==> src/rtl/serial_loader.sv <==
// Serial-to-parallel frame loader: shifts WIDTH bits after a start request and
// presents the word on d_out with a valid/ready handshake and a sticky overrun flag.
//
// state | meaning
// IDLE  | nothing pending
// SHIFT | receiving bits
// HOLD  | word presented, awaiting ready
module serial_loader #(
  parameter int WIDTH     = 7,
  parameter bit LSB_FIRST = 1'b1
) (
  input  logic             clk,
  input  logic             reset,
  input  logic             start,
  input  logic             sin,
  input  logic             ready,
  output logic [WIDTH-1:0] d_out,
  output logic             valid,
  output logic             busy,
  output logic             overrun
);

  localparam int CW = $clog2(WIDTH + 1);
  localparam logic [CW-1:0] LAST = CW'(WIDTH - 1);

  typedef enum logic [1:0] {IDLE, SHIFT, HOLD} state_t;

  state_t           state, state_nxt;
  logic [CW-1:0]    cnt;
  logic [WIDTH-1:0] shreg, shift_nxt;
  logic             clr_cnt, shift_en, load, set_ovr;

  // The first bit ends up at bit 0 (LSB-first) or at bit WIDTH-1 (MSB-first).
  assign shift_nxt = LSB_FIRST ? {sin, shreg[WIDTH-1:1]} : {shreg[WIDTH-2:0], sin};

  always_ff @(posedge clk or posedge reset) begin
    if (reset) state <= IDLE;
    else       state <= state_nxt;
  end

  always_comb begin
    state_nxt = state;
    clr_cnt   = 1'b0;
    shift_en  = 1'b0;
    load      = 1'b0;
    set_ovr   = 1'b0;
    case (state)
      IDLE: begin
        if (start) begin
          state_nxt = SHIFT;
          clr_cnt   = 1'b1;
        end
      end
      SHIFT: begin
        shift_en = 1'b1;
        set_ovr  = start;
        if (cnt == LAST) begin
          load      = 1'b1;
          state_nxt = HOLD;
        end
      end
      HOLD: begin
        if (ready) begin
          if (start) begin
            state_nxt = SHIFT;
            clr_cnt   = 1'b1;
          end else begin
            state_nxt = IDLE;
          end
        end else begin
          set_ovr = start;
        end
      end
      default: state_nxt = IDLE;
    endcase
  end

  always_ff @(posedge clk or posedge reset) begin
    if (reset) begin
      cnt     <= '0;
      shreg   <= '0;
      d_out   <= '0;
      overrun <= 1'b0;
    end else begin
      if (clr_cnt)       cnt <= '0;
      else if (shift_en) cnt <= cnt + 1'b1;
      if (shift_en) shreg   <= shift_nxt;
      if (load)     d_out   <= shift_nxt;
      if (set_ovr)  overrun <= 1'b1;
    end
  end

  // Both flags decode the state register only, so no input reaches them combinationally.
  assign busy  = (state == SHIFT);
  assign valid = (state == HOLD);

endmodule

==> config.mk <==
export PLATFORM = sky130hd
export DESIGN_NAME = serial_loader
export DESIGN_NICKNAME = d
export VERILOG_FILES = /design/src/rtl/serial_loader.sv
export SDC_FILE = /design/constraint.sdc
export NUM_CORES = 1
export LEC_CHECK = 0
export ABC_AREA = 0
export CAP_MARGIN = 5
export CORE_MARGIN = 4
export CORE_UTILIZATION = 50
export CTS_BUF_LIST = sky130_fd_sc_hd__clkbuf_8 sky130_fd_sc_hd__clkbuf_16
export DETAILED_ROUTE_END_ITERATION = 16
export PLACE_DENSITY = 0.76
export SYNTH_ARGS = -nofsm -noshare
export SYNTH_HDL_FRONTEND = slang
export SYNTH_SLANG_ARGS = --single-unit
==> constraint.sdc <==
create_clock -name clk -period 1.65 [get_ports clk]
set_input_delay 0.33 -clock clk [delete_from_list [all_inputs] [get_ports clk]]
set_output_delay 0.33 -clock clk [all_outputs]
set_load 0.02 [all_outputs]
======== Word level (Yosys, flattened, before mapping) ========
Index checks and enable logic that the tools add are counted.
word-level totals
  bits in registers ....................... 20
  output and inout bits ................... 10
  word-level logic and storage cells ...... 30
operators by class
  add/sub/neg operators ................... 1
  eq/ne operators ......................... 6
  muxes and demuxes ....................... 15
  reductions and logical operators ........ 3
operators with widths
  cell                 count
  $mux 1               7
  $mux 2               3
  $mux 3               2
  $pmux 2 s3           1
  $ne 2x2->1 const B   2
  $pmux 1 s2           2
  $add 3x1->3 const B  1
  $eq 3x3->1 const B   1
  $reduce_and 3->1     1
  $eq 2x1->1 const B   1
  $eq 2x2->1 const B   1
  $logic_not 2->1      1
  $ne 2x1->1 const B   1
  $reduce_bool 2->1    1

======== Depth between registers and ports, before layout ========
Gate-level depths: netlist of run 1.
  depth after elaboration ................. 4
  mapped depth ............................ 6
  mapped depth without buffers ............ 5

======== Worst setup path after synthesis of run 1 ========
No wires, ideal clock.
  kind .................................... reg2reg
  start ................................... register state[0]
  end ..................................... register state[0]
  arrival time ............................ 1.404 ns
  data required time ...................... 1.522 ns
  slack ................................... 0.119 ns
  stages on the path, launching flop included .. 6
  buffers on the path ..................... 0
  period minus slack after synthesis ...... 1.531 ns
  path through ............................ dfrtp_1 -> inv_1 -> ha_1 -> nor2b_1 -> a211oi_2 -> mux2_1
on the way
  cells in the longest elaborated chain, start to end .. 3
ends and longest elaborated chain
  what                               line  RTL
  from (decl)                        28    state_t state, state_nxt;
  from (signal assigned)             38    else state <= state_nxt;
  $eq 2x2->1 (*)                     --
  net valid                          18    output logic valid,
  $ne 2x2->1 (no source line)        --
  $reduce_and 3->1 (no source line)  --
The timed path passes the listed nets; every way through them passes the cells marked *.
A chain may end at the register's enable or synchronous reset.

======== Worst setup path in the final report of run 1 ========
  start ................................... register state[0]
  end ..................................... output port valid
on the way
  cells in the longest elaborated chain, start to end .. 1
ends and longest elaborated chain
  what        line  RTL
  $eq 2x2->1  95    assign valid = (state == HOLD);
  to (decl)   18
No other way between the ends.

==> flow_results.org, run 1 <==
** Global routing
- Maximum number of pins on one net before global-route repair :: 20
- The first global-routing pass estimated 2700 um of wire.
- Across every metal layer, demand over resource in global routing totals 0.150.
- Initial antenna violation count :: 0
- Grt ovf :: 0
- Vias in the first global route :: 619

** Yosys
- Of the total synthesized cell area, the portion taken by full adders, half adders and majority gates is 0.112.
- By area, the combinational part of the netlist is dominated by multiplexers.
- Count leader, synth :: sky130_fd_sc_hd__dfrtp_1
- Share of flip-flops with an asynchronous set or reset after synthesis :: 1.00
- Counting flops with a built-in enable in the synthesized netlist gives 0.
- The number of different library cells used by synthesis comes to 20.
- Most area-consuming cells after synthesis :: sky130_fd_sc_hd__dfrtp_1, sky130_fd_sc_hd__mux2_2, sky130_fd_sc_hd__ha_1, sky130_fd_sc_hd__inv_1, sky130_fd_sc_hd__nor2_1
- Of the post-synthesis cell area, the dominant cell type holds 0.530.
- Counting flops and latches in the post-synthesis netlist gives 19.
- The share of the Yosys chip area taken by registers is 0.530.
- Post-synthesis share of cell area spent on and, or, nand and nor gates :: 0.0697
- The synthesized-area fraction occupied by ao, oa, aoi and oai cells came to 0.0516.
- Most numerous cell types in the synthesized netlist :: sky130_fd_sc_hd__dfrtp_1, sky130_fd_sc_hd__mux2_2, sky130_fd_sc_hd__ha_1, sky130_fd_sc_hd__inv_1, sky130_fd_sc_hd__nor2_1
- Post-synthesis instance total :: 69
- Synth Area in XOR/XNOR :: 0.0195
- Dividing the synthesized area by the synthesized cell count gives 13.0 um^2.
- Of all cell types, the one taking the most synthesized area is sky130_fd_sc_hd__dfrtp_1.
- Total of warnings raised by yosys :: 0
- Synthesis produced a netlist with a net count of 82.
- Primary FF master, synth :: sky130_fd_sc_hd__dfrtp_1
- Share of synthesized area spent on multiplexers :: 0.187
- After synthesis the cells add up to 897 um^2.

** Final layout
- Fill cells in the final layout number 146.
- Compared with the post-synthesis result, the final layout area differs by 28.9%.
- In the final layout, the share of cells above drive strength 1 is 0.290.
- Layout Nets :: 107
- Once layout is complete, the utilization of the core stands at 0.677.
- The number of antenna diodes in the final layout is 0.
- Final standard cell count with taps included and fillers excluded :: 118

** STA
- Max-Slew Margin vs Limit :: 0.827
- Portion of the clock cycle consumed by the worst path in the final layout :: 0.966
- Setup total negative slack :: 0 ns
- Final critical path time including I/O delays and setup :: 1.59 ns
- Final-report setup violation count :: 0
- For the pin with the worst max-slew slack, the measured transition is 0.260 ns.
- Max Clock Skew :: 0.00110 ns
- The final number of hold-violating endpoints is 0.
- Setup repair after global routing left no endpoint under its margin.
- Highest achievable clock rate :: 0.628 GHz
- Final slew viol count :: 0

** Pwr
- Power Total :: 2.05 mW
- For this design the ratio of total power to cell area is 1770 mW/mm^2.
- Leak :: 0.551 nW
- Worst voltage drop across the vdd grid :: 1040 uV

** Placed design
- Port buffering added 14 buffers.
- # placed instances :: 114
- Placer Congestion :: 0.726
- Once detailed placement completed, the half-perimeter wirelength came to 1150 um.

** Setup path
- Reg2reg start :: state[1]
- In this run the worst setup path begins at state[0].
- In this run the critical register-to-register path is captured at state[0].
- The worst register-to-register path has a setup slack of 0.10 ns.
- Critical Setup Path Class :: reg -> out
- Measured in cells, the most critical reg-to-reg path has a length of 5.
- Req. time, crit path :: 1.32 ns
- STA classifies the critical path startpoint as a register.
- Of all nets on the critical path, the largest fanout is 4.
- Worst path arrival time :: 1.26 ns
- Critical path capture point type :: output pin

** Hold path
- Class of the worst hold path :: in -> async

** Clocking
- Counting every sink on the clock net gives 19.
- Cts bufs inserted :: 3
- Source-to-sink clock delay at the later pin of the worst-skew pair :: 0.25 ns
- Clock-pin slew reported for the worst setup and hold paths after clock tree synthesis :: 0.06 ns
- H-tree depth reported by CTS :: 1
- The number of setup buffers added after CTS is 0.
- The longest clock path from root to sink contains 2 buffers.
- TritonCTS built the clock tree.
- Hold buffers post-CTS :: 0
- The tree is rooted in a sky130_fd_sc_hd__clkbuf_8.

** Routing
- WL per Instance :: 12.8 um
- Once detail routing completed, the nets flagged for antenna violations numbered 0.
- First-pass detailed-route iteration total :: 2
- Wires add up to 1510 um.
- For this block, the initial DRC count from the detailed router was 3.
- Count of unresolved DRC violations after routing :: 0
- Vias after detailed routing :: 588
- After detailed routing, the number of vias per cell comes to 4.98.

** Die
- For this configuration, the core starts out at a cell density of 0.525.
- Y dimension of the die :: 50.4 um
- From left edge to right edge, the die measures 50.4 um.
- Total number of placement rows :: 15
- Floorplan core area :: 0.00171 mm^2
- DIE AREA :: 0.00254 mm^2
- IO Count :: 15

** Job
- Max-cap violation count :: 0

** Run status
- Status :: finished clean
## placed cells by master (no fill, tap or decap), types with 2 or more instances in the layout
| master | instances |
|---|---|
| sky130_fd_sc_hd__clkbuf_8 | 3 |
| sky130_fd_sc_hd__nor2b_1 | 2 |
| sky130_fd_sc_hd__inv_1 | 7 |
| sky130_fd_sc_hd__nand2_1 | 3 |
| sky130_fd_sc_hd__buf_4 | 7 |
| sky130_fd_sc_hd__mux2_2 | 13 |
| sky130_fd_sc_hd__dfrtp_1 | 19 |
| sky130_fd_sc_hd__clkdlybuf4s50_1 | 12 |
| sky130_fd_sc_hd__a21oi_1 | 2 |
| sky130_fd_sc_hd__nor2_1 | 4 |
| sky130_fd_sc_hd__ha_1 | 8 |
## worst max path at each step
stage,end,slack [ns],cells after the start
floorplan,state[0],0.12,5
global route,valid,0.001,3
CTS,valid,0.02,3
detailed placement,valid,0.03,3
finish,valid,0.06,3
global placement,valid,0.05,3
## cells by family (layout without fill, tap and decap cells)
kind of cell	Yosys count	after routing
DFF	19	19
xor gates and xnor gates	2	2
buffers and inverters	7	31
AOI/OAI and AO/OA	6	6
and+or+nand+nor	12	12
muxes	15	15
adders and majority gates	8	8
## per-stage QoR
stage                     hold WS, ns  instance area (um^2)  setup slack, ns
after floorplan                 0.281                   897            0.119
after global placement          0.462                  1120           0.0528
after detailed placement        0.465                  1120           0.0322
after CTS                       0.405                  1160           0.0171
after global routing            0.437                  1160          0.00118
final                           0.405                  1160           0.0568
## cell type report
cell class                      count  area (um^2)  share of cell area
Clock buffer                        3         41.3              0.0357
Inverter                            6         22.5              0.0195
Multi-Input combinational cell     43          394               0.341
Tap cell                           25         31.3              0.0271
Timing Repair Buffer               21          188               0.162
Clock inverter                      1         3.75             0.00325
Sequential cell                    19          475               0.411
## sequential cells by signal, indices dropped and copies added (netlist names)
register  flops
state         2
d_out         7
overrun       1
shreg         6
cnt           3
## report_power, final
part	internal (mW)	switching (mW)	total, mW
clock	0.165	0.143	0.309
sequential	0.666	0.132	0.798
combinational	0.518	0.425	0.944
## worst max-delay path, cell delays in order, from the launching register on
cell and delay (ns):
sky130_fd_sc_hd__dfrtp_1 0.41, sky130_fd_sc_hd__inv_1 0.11, sky130_fd_sc_hd__ha_1 0.18, sky130_fd_sc_hd__clkdlybuf4s15_1 0.31
## metal layers
metal | global-route usage | share of wire
met5 | 0 | 0
met2 | 0.237 | 0.49
met1 | 0.165 | 0.43
met3 | 0.0445 | 0.045
met4 | 0.121 | 0.040
## repair_timing
item / in CTS / in global routing
setup endpoints to repair: 2 / 2
resized for setup: 2 / 3
cloned: 0 / 0
(Power assumes the default switching activity.)
==> run 2, diff against run 1 <==
SKIP_LAST_GASP = 1   (was default)
==> run 2 against run 1 <==
  * Worst setup slack barely moved
  * First-iteration DRC count did not move
  * Final cell count did not move
  * Clock power barely moved
  * Global-route usage did not move
  * Combinational power rose by 0.6%
  * Sequential cell count did not move
==> flow_results.org, run 2 (synthesis results as in run 1) <==
** Die
- Y dimension of the die :: 50.4 um (unchanged)
- The total die area is 0.00254 mm^2 (unchanged).
- The die width came to 50.4 um (unchanged).
- IO Count :: 15 (unchanged)
- Starting Density :: 0.525 (unchanged)
- The row count was 15 (unchanged).
- Floorplan core area :: 0.00171 mm^2 (unchanged)

** Routing
- The per-cell via count in the routed design is 4.98 (unchanged).
- Count of unresolved DRC violations after routing :: 0 (unchanged)
- 1st-iter DRT viols :: 3 (unchanged)
- Wirelength, routed :: 1510 um (-0.13%)
- Vias after detailed routing :: 588 (unchanged)
- The number of detailed-route iterations in the first pass was 2 (unchanged).
- WL per Instance :: 12.8 um (-0.13%)
- The post-route antenna net violation count was 0 (unchanged).

** Placed design
- Count of input and output buffers :: 14 (unchanged)
- The final estimated routing congestion in global placement is 0.726 (unchanged).
- # placed instances :: 114 (unchanged)
- The post-DP HPWL came to 1150 um (unchanged).
- The worst slack at placement came to 0.0322 ns (unchanged).

** Global routing
- First-pass GRT wire length :: 2700 um (unchanged)
- Vias in the first global route :: 619 (unchanged)
- Tot GR Track Use :: 0.150 (unchanged)
- The number of antenna violations at the first check in global routing came to 0 (unchanged).
- The pin count of the biggest net entering global routing came to 20 (unchanged).
- Grt ovf :: 0 (unchanged)

** Clocking
- Hold buffers post-CTS :: 0 (unchanged)
- Root Buffer Master :: sky130_fd_sc_hd__clkbuf_8
- The CTS buffer count was 3 (unchanged).
- The clock transition at the register clock pins on the worst setup and hold paths after CTS is 0.06 ns (about the same).
- The insertion delay of the later-clocked pin in the worst-skew pair was 0.25 ns (about the same).
- The maximum clock insertion buffer count came to 2 (unchanged).
- The H-tree depth came to 1 (unchanged).
- TritonCTS clock tree :: done
- Clk sink count :: 19 (unchanged)

** Final layout
- The flip-flop count of the largest register after layout was 7 (unchanged).
- The number of diodes added for antenna fixing was 0 (unchanged).
- Layout Nets :: 107 (unchanged)
- The library cell used most frequently in the layout, excluding fill and tap cells, is sky130_fd_sc_hd__dfrtp_1.
- d_out holds more flip-flops than any other register.
- From synthesis to final layout, the design area changed by 29.4%.
- Commonest cells after routing, fill and taps aside :: sky130_fd_sc_hd__dfrtp_1, sky130_fd_sc_hd__mux2_2, sky130_fd_sc_hd__clkdlybuf4s50_1
- The final standard cell utilization of the core is 0.680 (+0.00293).
- Final standard cell count with taps included and fillers excluded :: 118 (unchanged)
- The share of final-layout standard cells stronger than drive strength 1 came to 0.280 (-0.0108).
- Regs by FF count :: d_out x7, shreg x6, cnt x3

** Setup path
- Reg2reg start :: state[1]
- Worst path arrival time :: 1.26 ns (about the same)
- STA classifies the critical path endpoint as an output pin.
- The worst register-to-register path ends at state[0].
- The worst setup path is launched from a register.
- The setup path with the least slack is of type reg -> out.
- Depth of the worst register-to-register path :: 5 (unchanged)
- Req. time, crit path :: 1.32 ns (about the same)
- The setup slack of the most critical reg-to-reg path is 0.10 ns (about the same).
- The largest fanout of any net on the critical path came to 4 (unchanged).

** Hold path
- The worst hold path belongs to the class in -> async.

** STA
- The portion of the clock cycle consumed by the worst path in the final layout is 0.966 (about the same).
- Max Clock Skew :: 0.00110 ns (unchanged)
- The max-slew violation count is 0 (unchanged).
- Final-report setup violation count :: 0 (unchanged)
- Final critical path time including I/O delays and setup :: 1.59 ns (-0.000116 ns)
- The worst slew slack as a fraction of its limit was 0.827 (unchanged).
- PnR worst setup slack :: 0.0569 ns (+0.000116 ns)
- The highest achievable clock rate came to 0.628 GHz (about the same).
- Worst slew pin tran :: 0.260 ns (unchanged)
- Hold Vio Cnt, Final :: 0 (unchanged)
- Setup repair after global routing could not meet its margin everywhere.

** Job
- The number of max-capacitance violations reported was 0 (unchanged).

** Pwr
- The maximum vdd drop was 1050 uV (+0.75%).
- Cell area power density :: 1770 mW/mm^2 (-0.11%)
- Leak :: 0.552 nW (about the same)

** Run status
- Status :: finished clean
-- run 2: changes by cell type in the layout (fill, tap and decap cells not counted) --
cell / change
sky130_fd_sc_hd__clkbuf_2: -1
sky130_fd_sc_hd__clkdlybuf4s15_1: +1
-- run 2: metal layers --
layer / global-route usage / wire, um
met1: 0.165 / 642
met2: 0.237 / 736
met3: 0.0445 / 66
met4: 0.121 / 60
met5: 0 / 0
-- run 2: worst max-delay path, stage by stage, from the launching register on --
cell and delay (ns):
sky130_fd_sc_hd__dfrtp_1 0.41, sky130_fd_sc_hd__inv_1 0.11, sky130_fd_sc_hd__ha_1 0.18, sky130_fd_sc_hd__clkdlybuf4s15_1 0.31
-- run 2: through the flow --
stage | total power [mW] | area (um^2) | TNS, ns | hold WS, ns
floorplan | 1.39 | 897 | 0 | 0.281
global placement | 1.74 | 1120 | 0 | 0.462
detailed placement | 1.78 | 1120 | 0 | 0.465
CTS | 2.09 | 1160 | 0 | 0.405
global route | 2.22 | 1160 | -0.0226 | 0.437
finish | 2.06 | 1160 | 0 | 0.405
-- run 2: area by class of cell --
class,count,area (um^2)
tap,25,31.3
multi-input combinational,43,394
fill,145,547
timing repair buffer,21,193
inverter,6,22.5
clock inverter,1,3.75
clock buffer,3,41.3
sequential,19,475
-- run 2: worst max path at each step --
| stage | cells past startpoint | end | from | slack, ns |
|---|---|---|---|---|
| after detailed placement | 3 | valid | state[0] | 0.03 |
| after floorplan | 5 | state[0] | state[0] | 0.12 |
| after global placement | 3 | valid | state[0] | 0.05 |
| after global routing | 3 | busy | state[1] | -0.02 |
| after CTS | 3 | valid | state[0] | 0.02 |
| final | 3 | valid | state[0] | 0.06 |
-- run 2: timing repair --
action                                  4_1_cts  5_1_grt
gates resized for setup                       2        2
setup buffers                                 0        0
endpoints found under the setup margin        2        2
-- run 2: power breakdown --
part	leakage, nW	switching [mW]	internal, mW
clock network	0.0269	0.143	0.165
logic	0.289	0.425	0.525
registers	0.236	0.132	0.666
